--- src/rtl/rand_range_sampler.sv ---
// Purpose: fetch one LFSR word per attempt and reduce it to a uniform value in [0, RANGE) by bounded rejection sampling.
// Latency: req -> out_valid in 4 cycles best case, +3 cycles per rejected sample, worst case 3*(MAX_RETRY+1)+1.
// Backpressure: result held stable in HOLD until out_valid & out_ready; req is ignored while busy (no queueing).
// Optional: define RAND_SAMPLER_STATS_EN to build the saturating reject_cnt counter (otherwise tied to zero).
module rand_range_sampler #(
    parameter int IN_W      = 28,
    parameter int OUT_W     = 10,
    parameter int RANGE     = 640,
    parameter int MAX_RETRY = 7
) (
    input  logic             clk,
    input  logic             reset,
    input  logic             req,
    output logic             lfsr_fetch,
    input  logic             lfsr_ack,
    input  logic [IN_W-1:0]  lfsr_data,
    output logic             out_valid,
    input  logic             out_ready,
    output logic [OUT_W-1:0] out_value,
    output logic             busy,
    output logic [15:0]      reject_cnt
);

    // Parameter legality: the fold (cand - RANGE) is only guaranteed < RANGE
    // when RANGE lies in the top half of the OUT_W-bit code space.
    if (RANGE > (1 << OUT_W)) begin : g_bad_range_hi
        $error("rand_range_sampler: RANGE exceeds 2^OUT_W");
    end
    if (RANGE <= (1 << (OUT_W - 1))) begin : g_bad_range_lo
        $error("rand_range_sampler: RANGE must exceed 2^(OUT_W-1)");
    end
    if (OUT_W > IN_W) begin : g_bad_width
        $error("rand_range_sampler: OUT_W wider than IN_W");
    end
    if (MAX_RETRY < 1 || MAX_RETRY > 15) begin : g_bad_retry
        $error("rand_range_sampler: MAX_RETRY must be 1..15");
    end

    typedef enum logic [2:0] {
        S_IDLE,
        S_FETCH,
        S_WAIT_ACK,
        S_CHECK,
        S_HOLD
    } state_t;

    localparam logic [OUT_W:0]   L_RANGE     = (OUT_W + 1)'(RANGE);
    localparam logic [OUT_W-1:0] L_FOLD      = L_RANGE[OUT_W-1:0];
    localparam logic [3:0]       L_MAX_RETRY = 4'(MAX_RETRY);

    state_t             r_state;
    state_t             w_next;
    logic [OUT_W-1:0]   r_cand;
    logic [3:0]         r_retry;
    logic [OUT_W-1:0]   r_out_value;
    logic               r_out_valid;

    logic               w_accept;
    logic               w_retry_left;
    logic               w_xfer;

    // Only the low OUT_W bits of the LFSR word are used; the rest are dropped.
    if (IN_W > OUT_W) begin : g_unused_hi
        logic w_unused_hi;
        assign w_unused_hi = ^lfsr_data[IN_W-1:OUT_W];
    end

    assign w_accept     = ({1'b0, r_cand} < L_RANGE);
    assign w_retry_left = (r_retry < L_MAX_RETRY);
    assign w_xfer       = r_out_valid & out_ready;

    assign out_valid = r_out_valid;
    assign out_value = r_out_value;

    // State register.
    always_ff @(posedge clk or posedge reset) begin
        if (reset) begin
            r_state <= S_IDLE;
        end else begin
            r_state <= w_next;
        end
    end

    // Next-state and state-decoded outputs; fetch is a single FETCH-state cycle,
    // and FETCH always moves on, so two back-to-back fetches are impossible.
    always_comb begin
        w_next     = r_state;
        lfsr_fetch = 1'b0;
        busy       = 1'b1;
        case (r_state)
            S_IDLE: begin
                busy = 1'b0;
                if (req) begin
                    w_next = S_FETCH;
                end
            end
            S_FETCH: begin
                lfsr_fetch = 1'b1;
                w_next     = S_WAIT_ACK;
            end
            S_WAIT_ACK: begin
                if (lfsr_ack) begin
                    w_next = S_CHECK;
                end
            end
            S_CHECK: begin
                if (!w_accept && w_retry_left) begin
                    w_next = S_FETCH;
                end else begin
                    w_next = S_HOLD;
                end
            end
            S_HOLD: begin
                if (w_xfer) begin
                    w_next = req ? S_FETCH : S_IDLE;
                end
            end
            default: begin
                w_next = S_IDLE;
            end
        endcase
    end

    // Datapath: capture candidate, count retries, produce accepted or folded result.
    always_ff @(posedge clk or posedge reset) begin
        if (reset) begin
            r_cand      <= '0;
            r_retry     <= '0;
            r_out_value <= '0;
            r_out_valid <= 1'b0;
        end else begin
            case (r_state)
                S_IDLE: begin
                    r_retry <= '0;
                end
                S_WAIT_ACK: begin
                    if (lfsr_ack) begin
                        r_cand <= lfsr_data[OUT_W-1:0];
                    end
                end
                S_CHECK: begin
                    if (w_accept) begin
                        r_out_value <= r_cand;
                        r_out_valid <= 1'b1;
                    end else if (w_retry_left) begin
                        r_retry <= r_retry + 4'd1;
                    end else begin
                        r_out_value <= r_cand - L_FOLD;
                        r_out_valid <= 1'b1;
                    end
                end
                S_HOLD: begin
                    if (w_xfer) begin
                        r_out_valid <= 1'b0;
                        r_retry     <= '0;
                    end
                end
                default: begin
                end
            endcase
        end
    end

`ifdef RAND_SAMPLER_STATS_EN
    logic [15:0] r_reject_cnt;

    // Saturating count of rejected samples; the final forced fold is not a reject.
    always_ff @(posedge clk or posedge reset) begin
        if (reset) begin
            r_reject_cnt <= '0;
        end else if (r_state == S_CHECK && !w_accept && w_retry_left
                     && r_reject_cnt != 16'hFFFF) begin
            r_reject_cnt <= r_reject_cnt + 16'd1;
        end
    end

    assign reject_cnt = r_reject_cnt;
`else
    assign reject_cnt = 16'd0;
`endif

endmodule

--- config.mk ---
export PLATFORM = sky130hd
export DESIGN_NAME = rand_range_sampler
export DESIGN_NICKNAME = d
export VERILOG_FILES = /design/src/rtl/rand_range_sampler.sv
export SDC_FILE = /design/constraint.sdc
export NUM_CORES = 1
export LEC_CHECK = 0
export CAP_MARGIN = 20
export CORE_MARGIN = 5
export CORE_UTILIZATION = 40
export DETAILED_ROUTE_END_ITERATION = 10
export PLACE_DENSITY = 0.82
export SLEW_MARGIN = 10
export SYNTH_ARGS = -nofsm -noshare
export SYNTH_HDL_FRONTEND = slang
export SYNTH_SLANG_ARGS = --single-unit
export TNS_END_PERCENT = 20
--- constraint.sdc ---
create_clock -name clk -period 1.7 [get_ports clk]
set_input_delay 0.17 -clock clk [delete_from_list [all_inputs] [get_ports clk]]
set_output_delay 0.17 -clock clk [all_outputs]
set_load 0.02 [all_outputs]
==> PnR_summary.wiki, run 1 <==
{| class="wikitable"
! Metric !! Value
|-
| Total non-filler cell area in the finished layout || around 1900 um2
|-
| Syn avg cell area || around 12 um2
|-
| Clk pin slew, worst setup/hold paths || 100 ps
|-
| Commonest cells after routing, fill and taps aside || 28 x sky130_fd_sc_hd__dfrtp_1, 25 x sky130_fd_sc_hd__clkdlybuf4s50_1, 16 x sky130_fd_sc_hd__mux2_2, 16 x sky130_fd_sc_hd__conb_1, 7 x sky130_fd_sc_hd__buf_4
|-
| Layout cells sized above 1 || 0.242
|-
| Largest stage delay, worst path || around 430 ps
|-
| Post-route core utilization || 0.511
|-
| Worst ir drop on vdd || ~850 uV
|-
| Die X-Extent || slightly above 70 um
|-
| Root buffer selected by CTS || sky130_fd_sc_hd__clkbuf_8
|-
| Flop and latch count out of synthesis || 28
|-
| Number of antenna violations at the first check in global routing || 0
|-
| Nature of the critical path endpoint || flop
|-
| Worst Hold Class || primary input to asynchronous set/reset pin
|-
| Antenna Cells || 0
|-
| Non-filler cells, final || 209
|-
| Routability congestion estimate || 0.829
|-
| Most common library cell in the layout ignoring fill and taps || sky130_fd_sc_hd__dfrtp_1
|-
| Layout overhead on the synthesized area || 24.2%
|-
| Clock skew || roughly 7.0 ps
|-
| Via count of the first global-routing pass || 1037
|-
| Crit share post-route || 0.946
|-
| Total wirelength of the detailed-routed design || 2810 um
|-
| Final Max Slew Viols || 0
|-
| Most used flip-flop cell after synthesis || sky130_fd_sc_hd__dfrtp_1
|-
| Share of synthesized area occupied by flip-flops and latches || 0.468
|-
| RSZ-0062 raised after global routing || no
|-
| Number of detailed-routing iterations run before antenna repair || 4
|-
| Via count || ~1000
|-
| Worst path setup slack after routing || between 90 and 100 ps
|-
| Asr flop ratio synth || 1.00
|-
| Number of nets at the end of the flow || roughly 200
|-
| Worst Hold Margin || 252 ps
|-
| Count of flip-flops with a built-in enable after synthesis || 0
|-
| Post-Synthesis Cell Area || about 1500 um2
|-
| Switching power || roughly 1.2 mW
|-
| Routed length per placed instance || between 10 and 15 um
|-
| Overall global routing resource usage || 0.113
|-
| CTS tree || built
|-
| Power per unit of standard cell area || around 1800 nW/um2
|-
| Number of H-tree levels || 1
|-
| Remaining antenna violation count || 0
|-
| Total CTS buffers || 3
|-
| Pin count of the biggest net entering global routing || 29
|-
| Delay-heaviest family, CP || compound AO/OA/AOI/OAI gates
|-
| Biggest area contributors in the synthesized netlist || sky130_fd_sc_hd__dfrtp_1 47%, sky130_fd_sc_hd__mux2_2 12%, sky130_fd_sc_hd__buf_4 8.5%
|-
| Placement row count || 22
|-
| Overflow left after global routing || 0
|-
| Hold Buf Count CTS || 0
|-
| Data required time of the critical path || 1860 ps
|-
| Die height || 71.2 um
|-
| Combinational power share || 0.482
|-
| Number of different library cells in the post-synthesis netlist || 39
|-
| Static leakage || around 0.84 nW
|-
| Cell type with the highest aggregate area in the netlist || sky130_fd_sc_hd__dfrtp_1
|-
| Clk Latency, worst-skew pair || 270 ps
|-
| Proportion of power drawn by the clock network || 0.160
|-
| Clock Sink Count || 28
|-
| Starting DRT DRC Count || 31
|-
| Slowest CP cell || sky130_fd_sc_hd__dfrtp_1
|-
| Largest buffer count on any clock path || 2
|-
| Data arrival time of the critical path || between 1500 and 2000 ps
|-
| Top Ports || between 60 and 70
|-
| Cell count after placement || just over 200
|-
| Number of endpoints with negative hold slack in the final report || 0
|-
| TNS Setup || 0 ps
|-
| Max frequency || about 620 MHz
|-
| Die Outline Area || between 5000 and 6000 um2
|-
| Minimum period implied by the final worst setup slack || around 1600 ps
|-
| Worst-path fanout max || 10
|-
| Yosys warnings || 0
|-
| Cells along the critical path || ha_1 -> a21oi_2 -> a21oi_4 -> mux2_2
|-
| Outcome || completed
|-
| Portion of synthesized cell area occupied by the leading cell type || 0.468
|-
| Cell count after synthesis || ~130
|-
| DPL Wire Length || approximately 2200 um
|-
| Buffer and inverter count on the worst path || 0
|-
| Worst setup path class || flop to flop
|-
| Core region area || roughly 3600 um2
|-
| Max-cap viol count || 0
|-
| Placement Cell Area || 1790 um2
|-
| Worst-case setup slack after placement || about 60 ps
|-
| Switching power as a share of total power || 0.363
|-
| Cell internal power dissipation || between 2 and 2.5 mW
|-
| DRC violations left || 0
|-
| Critical Path Source Type || flop
|-
| Number of setup violations in the final report || 0
|-
| Layout fillers || 342
|-
| Total chip power || around 3.3 mW
|-
| Register share of total power || 0.358
|-
| Port-buffer cells || 27
|-
| Initial Util || 0.412
|-
| Number of buffers inserted to repair setup after CTS || 0
|-
| Avg Vias per Cell || 4.94
|-
| First-pass GRT wire length || between 4000 and 5000 um
|}
## cells in the mapped netlist, drive strengths merged (2+ instances only)
master	count
mux2	16
a21boi	2
inv	5
o221ai	2
a21oi	7
ha	2
nand2	3
o21ai	6
a31oi	2
nor2	4
nand3	5
o31ai	2
a21o	3
dfrtp	28
o211ai	2
buf	20
## metal layers
layer | global-route usage | share of wire | wire length (um) | vias up
li1 | - | - | - | 493
met4 | 0.0292 | 0.0025 | 7 | 0
met5 | 0 | 0 | 0 | -
met1 | 0.139 | 0.40 | 1130 | 500
met2 | 0.192 | 0.53 | 1500 | 38
met3 | 0.0327 | 0.064 | 180 | 2
## power by group through the flow
stage	combinational [mW]	sequential (mW)	clock, mW
2_1_floorplan	0.977	1.28	0
3_5_place_dp	1.61	1.19	0
6_report	1.57	1.17	0.523
5_1_grt	1.71	1.23	0.562
3_3_place_gp	1.55	1.16	0
4_1_cts	1.60	1.17	0.532
## kinds of logic (layout without fill, tap and decap cells)
group,count (synthesis),in the layout,share of synthesized area
other,1,16,0.00251
XOR/XNOR,1,1,0.00585
AO/OA/AOI/OAI,33,33,0.164
buffers and inverters,26,44,0.121
AND/OR/NAND/NOR,20,20,0.0945
multiplexers,17,17,0.127
adder cells (fa/ha/maj),2,2,0.0167
flip-flops,28,28,0.468
## path summary, 6_finish.rpt
kind | startpoint | end | slack, ps | cells past startpoint
worst max-delay path | r_retry[0] | out_value[4] | 90 | 4
worst min-delay path | reset | out_valid | 250 | 3
worst max register to register | r_retry[0] | out_value[4] | 90 | 4
worst min register to register | r_cand[5] | r_cand[5] | 510 | 1
max in group asynchronous | reset | r_cand[2] | 1190 | 3
min in group clk | lfsr_data[8] | r_cand[8] | 440 | 3
## area by class of cell
class	count	area [um2]	area share
multi-input cells	89	671	0.361
repair buffers	35	337	0.181
inverters	5	18.8	0.0101
flip-flops and latches	28	701	0.377
clock inverters	1	30.0	0.0162
clock buffers	3	41.3	0.0222
well taps	48	60.1	0.0323
## worst min-delay path, cell delays in order
cell and delay, ps:
sky130_fd_sc_hd__clkdlybuf4s50_1 400, sky130_fd_sc_hd__inv_1 50, sky130_fd_sc_hd__buf_4 320
## state kept, by name, indices dropped and copies added (netlist names)
name,count
out_valid,1
r_state,3
r_retry,4
r_cand,10
out_value,10
## timing repair
action	4_1_cts	5_1_grt
pin swaps	0	1
endpoints found under the setup margin	2	4
resized for setup	2	2
No activity file was read; power rests on OpenSTA's default activity.
==> inputs of run 2 (changes only) <==
--- a/config.mk
+++ b/config.mk
@@ -10,6 +10,7 @@
 export CORE_UTILIZATION = 40
 export DETAILED_ROUTE_END_ITERATION = 10
 export PLACE_DENSITY = 0.82
+export SKIP_CTS_REPAIR_TIMING = 1
 export SLEW_MARGIN = 10
 export SYNTH_ARGS = -nofsm -noshare
 export SYNTH_HDL_FRONTEND = slang
==> run 2 against run 1 <==
Effect of this change: clock skew unchanged; clock power about the same; final area grew 0.61%; non-clock buffer count is the same.
==> PnR_summary.wiki, run 2 (synthesized netlist as in run 1, its figures left out) <==
{| class="wikitable"
! Metric !! Value
|-
| Reg-to-reg setup timing slack || 90 ps (about the same)
|-
| Clock Sink Count || 28 (unchanged)
|-
| Number of setup violations in the final report || 0 (unchanged)
|-
| Overall global routing resource usage || 0.113 (unchanged)
|-
| Clk pin slew, worst setup/hold paths || 100 ps (about the same)
|-
| Routed length per placed instance || 13.5 um (about the same)
|-
| Non-filler cells, final || 209 (unchanged)
|-
| Data arrival time of the critical path || 1770 ps (about the same)
|-
| Logic depth of the worst register-to-register path || 4 (unchanged)
|-
| Register share of total power || 0.356 (was 0.358)
|-
| Starting DRT DRC Count || 28 (was 31)
|-
| Static leakage || 0.859 nW (was 0.840 nW)
|-
| Worst-path fanout max || 10 (unchanged)
|-
| Initial Util || 0.412 (unchanged)
|-
| Antenna Cells || 0 (unchanged)
|-
| TNS Setup || 0 ps (unchanged)
|-
| Layout cells sized above 1 || 0.236 (was 0.242)
|-
| Top Ports || 62 (unchanged)
|-
| Cell internal power dissipation || 2.10 mW (was 2.08 mW)
|-
| Nature of the critical path endpoint || flop (unchanged)
|-
| DPL Wire Length || 2180 um (unchanged)
|-
| Cell count after placement || 205 (unchanged)
|-
| Final Max Slew Viols || 0 (unchanged)
|-
| Max frequency || 622 MHz (unchanged)
|-
| Startpoint of the worst-slack reg-to-reg timing path || r_retry[0] (unchanged)
|-
| Most common library cell in the layout ignoring fill and taps || sky130_fd_sc_hd__dfrtp_1 (unchanged)
|-
| Launching instance or port of the critical path || r_retry[0] (unchanged)
|-
| Port-buffer cells || 27 (unchanged)
|-
| Worst setup path class || flop to flop (unchanged)
|-
| Largest buffer count on any clock path || 2 (unchanged)
|-
| Total CTS buffers || 3 (unchanged)
|-
| Remaining antenna violation count || 0 (unchanged)
|-
| Proportion of power drawn by the clock network || 0.159 (was 0.160)
|-
| Worst Hold Class || primary input to asynchronous set/reset pin (unchanged)
|-
| Switching power || 1.18 mW (about the same)
|-
| Total wirelength of the detailed-routed design || 2820 um (was 2810 um)
|-
| Via count || 1033 (unchanged)
|-
| Data required time of the critical path || 1860 ps (about the same)
|-
| Number of detailed-routing iterations run before antenna repair || 4 (unchanged)
|-
| Worst path setup slack after routing || 91.7 ps (unchanged)
|-
| Slowest CP cell || sky130_fd_sc_hd__dfrtp_1 (unchanged)
|-
| Number of endpoints with negative hold slack in the final report || 0 (unchanged)
|-
| Placement row count || 22 (unchanged)
|-
| DRC violations left || 0 (unchanged)
|-
| Minimum period implied by the final worst setup slack || 1610 ps (unchanged)
|-
| Worst-case setup slack after placement || 59.9 ps (unchanged)
|-
| Switching power as a share of total power || 0.361 (was 0.363)
|-
| Die Outline Area || 5060 um2 (unchanged)
|-
| Avg Vias per Cell || 4.94 (unchanged)
|-
| Endpoint of the worst-slack reg-to-reg timing path || out_value[4] (unchanged)
|-
| Overflow left after global routing || 0 (unchanged)
|-
| RSZ-0062 raised after global routing || no (unchanged)
|-
| Via count of the first global-routing pass || 1037 (unchanged)
|-
| Worst ir drop on vdd || 848 uV (about the same)
|-
| First-pass GRT wire length || 4660 um (unchanged)
|-
| Number of H-tree levels || 1 (unchanged)
|-
| Power per unit of standard cell area || 1750 nW/um2 (was 1760 nW/um2)
|-
| Largest stage delay, worst path || 430 ps (about the same)
|-
| Die height || 71.2 um (unchanged)
|-
| Pin count of the biggest net entering global routing || 29 (unchanged)
|-
| Routability congestion estimate || 0.829 (unchanged)
|-
| Cells along the critical path || ha_1 -> a21oi_2 -> a21oi_4 -> mux2_2 (unchanged)
|-
| Clk Latency, worst-skew pair || 270 ps (about the same)
|-
| Number of antenna violations at the first check in global routing || 0 (unchanged)
|-
| Crit share post-route || 0.946 (unchanged)
|-
| Worst Hold Margin || 252 ps (about the same)
|-
| Root buffer selected by CTS || sky130_fd_sc_hd__clkbuf_8 (unchanged)
|-
| Post-route core utilization || 0.514 (was 0.511)
|-
| Layout overhead on the synthesized area || 24.9% (was 24.2%)
|-
| Critical Path Source Type || flop (unchanged)
|-
| Core region area || 3630 um2 (unchanged)
|-
| Outcome || completed (unchanged)
|-
| Commonest cells after routing, fill and taps aside || 28 x sky130_fd_sc_hd__dfrtp_1, 25 x sky130_fd_sc_hd__clkdlybuf4s50_1, 16 x sky130_fd_sc_hd__mux2_2, 16 x sky130_fd_sc_hd__conb_1, 7 x sky130_fd_sc_hd__buf_4 (unchanged)
|-
| CTS tree || built (unchanged)
|-
| Number of nets at the end of the flow || 197 (unchanged)
|-
| Clock skew || 7.04 ps (unchanged)
|-
| Die X-Extent || 71.2 um (unchanged)
|-
| Combinational power share || 0.485 (was 0.482)
|-
| Max-cap viol count || 0 (unchanged)
|}
==> run 2: changes by cell type in the layout (fill, tap and decap cells not counted) <==
cell                             before  now
sky130_fd_sc_hd__clkbuf_2             1    0
sky130_fd_sc_hd__dlygate4sd2_1        1    0
sky130_fd_sc_hd__dlymetal6s2s_1       0    2
==> run 2: layer usage <==
| layer | global-route usage | vias up | wire, um |
|---|---|---|---|
| met5 | 0 | - | 0 |
| met4 | 0.0292 | 0 | 7 |
| met3 | 0.0327 | 2 | 179 |
| met2 | 0.192 | 38 | 1510 |
| met1 | 0.139 | 500 | 1130 |
| li1 | - | 493 | - |
==> run 2: how the worst max path moves through the flow <==
| stage | end | slack, ps |
|---|---|---|
| final | out_value[4] | 90 |
| after global routing | out_value[5] | 10 |
| after global placement | r_cand[2] | 60 |
| after detailed placement | r_cand[3] | 60 |
| after CTS | busy | -220 |
| after floorplan | out_value[0] | 210 |
==> run 2: power groups by stage <==
stage	sequential, mW	clock, mW	combinational (mW)
CTS	1.17	0.532	1.62
global placement	1.16	0	1.55
finish	1.17	0.523	1.59
detailed placement	1.19	0	1.61
global route	1.23	0.562	1.73
floorplan	1.28	0	0.977
==> run 2: worst max-delay path: cells and delay by family (launching register included) <==
family,cells,cell delay [ps]
multiplexers,1,380
AO/OA/AOI/OAI,2,460
adder cells (fa/ha/maj),1,230
flip-flops,1,430
==> run 2: cell type report <==
cell class / instances / area, um2
Inverter: 5 / 18.8
Clock inverter: 1 / 30.0
Fill cell: 343 / 1760
Tap cell: 48 / 60.1
Timing Repair Buffer: 35 / 348
Sequential cell: 28 / 701
Multi-Input combinational cell: 89 / 671
Clock buffer: 3 / 41.3
==> run 2: stage by stage <==
step / total power, mW / instance area (um2)
after floorplan: 2.25 / 1550
final: 3.28 / 1870
after detailed placement: 2.80 / 1790
after global placement: 2.71 / 1790
after global routing: 3.52 / 1870
after CTS: 3.32 / 1860
==> inputs of run 3 (changes only) <==
--- a/config.mk
+++ b/config.mk
@@ -7,10 +7,12 @@
 export LEC_CHECK = 0
 export CAP_MARGIN = 20
 export CORE_MARGIN = 5
-export CORE_UTILIZATION = 40
+export CORE_UTILIZATION = 42
 export DETAILED_ROUTE_END_ITERATION = 10
-export PLACE_DENSITY = 0.82
+export PLACE_DENSITY = 0.85
+export RECOVER_POWER = 50
 export SKIP_CTS_REPAIR_TIMING = 1
+export SKIP_LAST_GASP = 1
 export SLEW_MARGIN = 10
 export SYNTH_ARGS = -nofsm -noshare
 export SYNTH_HDL_FRONTEND = slang
==> run 3 against run 2 <==
Effect of this change: the flow now finishes with violations (setup timing); largest power group unchanged; fmax shrank 15%; final cell count shrank 0.96%; die area shrank 4.1%; first-iteration DRC count shrank 29%; clock skew grew 2.3 ps; highest routed layer unchanged; wire length grew 0.64%; critical path type is now flop to primary output; global-route usage grew 0.33 points; final area shrank 3.6%; sequential share of layout area grew 1.4 points.
==> PnR_summary.wiki, run 3 (synthesized netlist as in run 1, its figures left out) <==
{| class="wikitable"
! Metric !! Value
|-
| Outcome || finished, violations left (was completed)
|-
| Violated checks || setup timing
|-
| Relative slew slack || 0.552
|-
| Via count || 1027 (was 1033)
|-
| Layout fillers || 298 (was 343)
|-
| Worst setup path class || flop to primary output (was flop to flop)
|-
| Total chip power || 3.04 mW (was 3.28 mW)
|-
| DRC violations left || 0 (unchanged)
|-
| Commonest cells after routing, fill and taps aside || 28 x sky130_fd_sc_hd__dfrtp_1, 25 x sky130_fd_sc_hd__clkdlybuf4s50_1, 16 x sky130_fd_sc_hd__mux2_2, 16 x sky130_fd_sc_hd__conb_1 (was 28 x sky130_fd_sc_hd__dfrtp_1, 25 x sky130_fd_sc_hd__clkdlybuf4s50_1, 16 x sky130_fd_sc_hd__mux2_2, 16 x sky130_fd_sc_hd__conb_1, 7 x sky130_fd_sc_hd__buf_4)
|-
| Static leakage || 0.820 nW (was 0.859 nW)
|-
| Routed length per placed instance || 13.7 um (was 13.5 um)
|-
| Largest buffer count on any clock path || 2 (unchanged)
|-
| Nature of the critical path endpoint || primary output (was flop)
|-
| Overflow left after global routing || 0 (unchanged)
|-
| Die height || 69.7 um (was 71.2 um)
|-
| Total CTS buffers || 3 (unchanged)
|-
| Worst-path fanout max || 9 (was 10)
|-
| Number of detailed-routing iterations run before antenna repair || 4 (unchanged)
|-
| Clock skew || 9.39 ps (was 7.04 ps)
|-
| Overall global routing resource usage || 0.116 (was 0.113)
|-
| DPL Wire Length || 2270 um (was 2180 um)
|-
| Worst ir drop on vdd || 946 uV (was 848 uV)
|-
| Worst Hold Margin || 413 ps (was 252 ps)
|-
| Remaining antenna violation count || 0 (unchanged)
|-
| Top Ports || 62 (unchanged)
|-
| Minimum period implied by the final worst setup slack || 1900 ps (was 1610 ps)
|-
| Root buffer selected by CTS || sky130_fd_sc_hd__clkbuf_4 (was sky130_fd_sc_hd__clkbuf_8)
|-
| Most common library cell in the layout ignoring fill and taps || sky130_fd_sc_hd__dfrtp_1 (unchanged)
|-
| Data required time of the critical path || 1530 ps (was 1860 ps)
|-
| RSZ-0062 raised after global routing || yes (was no)
|-
| Critical Path Source Type || flop (unchanged)
|-
| Pin count of the biggest net entering global routing || 29 (unchanged)
|-
| Clk pin slew, worst setup/hold paths || 140 ps (was 100 ps)
|-
| Number of H-tree levels || 1 (unchanged)
|-
| Port-buffer cells || 27 (unchanged)
|-
| Initial Util || 0.441 (was 0.412)
|-
| Via count of the first global-routing pass || 1067 (was 1037)
|-
| Final Max Slew Viols || 0 (unchanged)
|-
| Die Outline Area || 4860 um2 (was 5060 um2)
|-
| Transition time at the pin with the least slew margin || about 670 ps
|-
| Worst path setup slack after routing || -202 ps (was 91.7 ps)
|-
| Die X-Extent || 69.7 um (was 71.2 um)
|-
| Core region area || 3390 um2 (was 3630 um2)
|-
| Routability congestion estimate || 0.816 (was 0.829)
|-
| Total wirelength of the detailed-routed design || 2840 um (was 2820 um)
|-
| Avg Vias per Cell || 4.96 (was 4.94)
|-
| Non-filler cells, final || 207 (was 209)
|-
| Number of setup violations in the final report || 1 (was 0)
|-
| Number of endpoints with negative hold slack in the final report || 0 (unchanged)
|-
| Worst-case setup slack after placement || 58.4 ps (was 59.9 ps)
|-
| Power per unit of standard cell area || 1690 nW/um2 (was 1750 nW/um2)
|-
| Max frequency || 526 MHz (was 622 MHz)
|-
| Layout overhead on the synthesized area || 20.4% (was 24.9%)
|-
| Max-cap viol count || 0 (unchanged)
|-
| Placement row count || 21 (was 22)
|-
| Starting DRT DRC Count || 20 (was 28)
|-
| Number of antenna violations at the first check in global routing || 0 (unchanged)
|-
| Clk Latency, worst-skew pair || 320 ps (was 270 ps)
|-
| Number of nets at the end of the flow || 197 (unchanged)
|-
| Worst Hold Class || primary input to flop (was primary input to asynchronous set/reset pin)
|-
| Crit share post-route || 1.12 (was 0.946)
|-
| First-pass GRT wire length || 4750 um (was 4660 um)
|-
| CTS tree || built (unchanged)
|-
| Clock Sink Count || 28 (unchanged)
|-
| Antenna Cells || 0 (unchanged)
|-
| Cell count after placement || 203 (was 205)
|-
| Data arrival time of the critical path || 1730 ps (was 1770 ps)
|-
| Layout cells sized above 1 || 0.224 (was 0.236)
|}
-- run 3: changes by cell type in the layout (fill, tap and decap cells not counted), sizes merged --
cell	change
clkbuf	+5
buf	-4
bufinv	-1
dlygate4sd3	+1
dlymetal6s2s	-1
-- run 3: worst paths after layout --
path	endpoint	slack [ps]	cells past startpoint	startpoint
worst max-delay path	lfsr_fetch	-200	3	r_state[1]
worst min-delay path	r_cand[7]	410	3	lfsr_data[7]
worst max register to register	r_cand[9]	10	4	r_state[0]
worst min register to register	r_cand[0]	520	1	r_cand[0]
max in group asynchronous	out_value[3]	790	3	reset
min in group asynchronous	r_cand[0]	480	3	reset
-- run 3: worst max-delay path, stage by stage (launching register included) --
cell and delay [ps]:
sky130_fd_sc_hd__dfrtp_1 410, sky130_fd_sc_hd__buf_4 170, sky130_fd_sc_hd__nor3b_1 190, sky130_fd_sc_hd__clkdlybuf4s50_1 640
-- run 3: area by class of cell --
type | instances | area (um2) | share of cell area
Sequential cell | 28 | 701 | 0.389
Inverter | 5 | 18.8 | 0.0104
Multi-Input combinational cell | 89 | 667 | 0.370
Clock buffer | 4 | 36.3 | 0.0201
Tap cell | 46 | 57.6 | 0.0319
Timing Repair Buffer | 35 | 322 | 0.178
-- run 3: metal layers --
layer  global-route usage  share of wire
met5                    0              0
met4               0.0191         0.0035
met3               0.0420          0.079
met2                0.209           0.51
met1                0.134           0.41
-- run 3: through the flow --
step	instance area [um2]	util	setup TNS (ps)
CTS	1810	0.535	-447
finish	1800	0.532	-202
detailed placement	1780	0.525	0
floorplan	1550	-	0
global placement	1780	0.525	0
global route	1800	0.532	-945
-- run 3: where the power goes --
part	internal (mW)	total, mW	leakage (nW)	switching, mW
clock network	0.131	0.310	0.0210	0.180
registers	0.956	1.16	0.347	0.204
logic	0.796	1.57	0.452	0.774
total	1.88	3.04	0.820	1.16
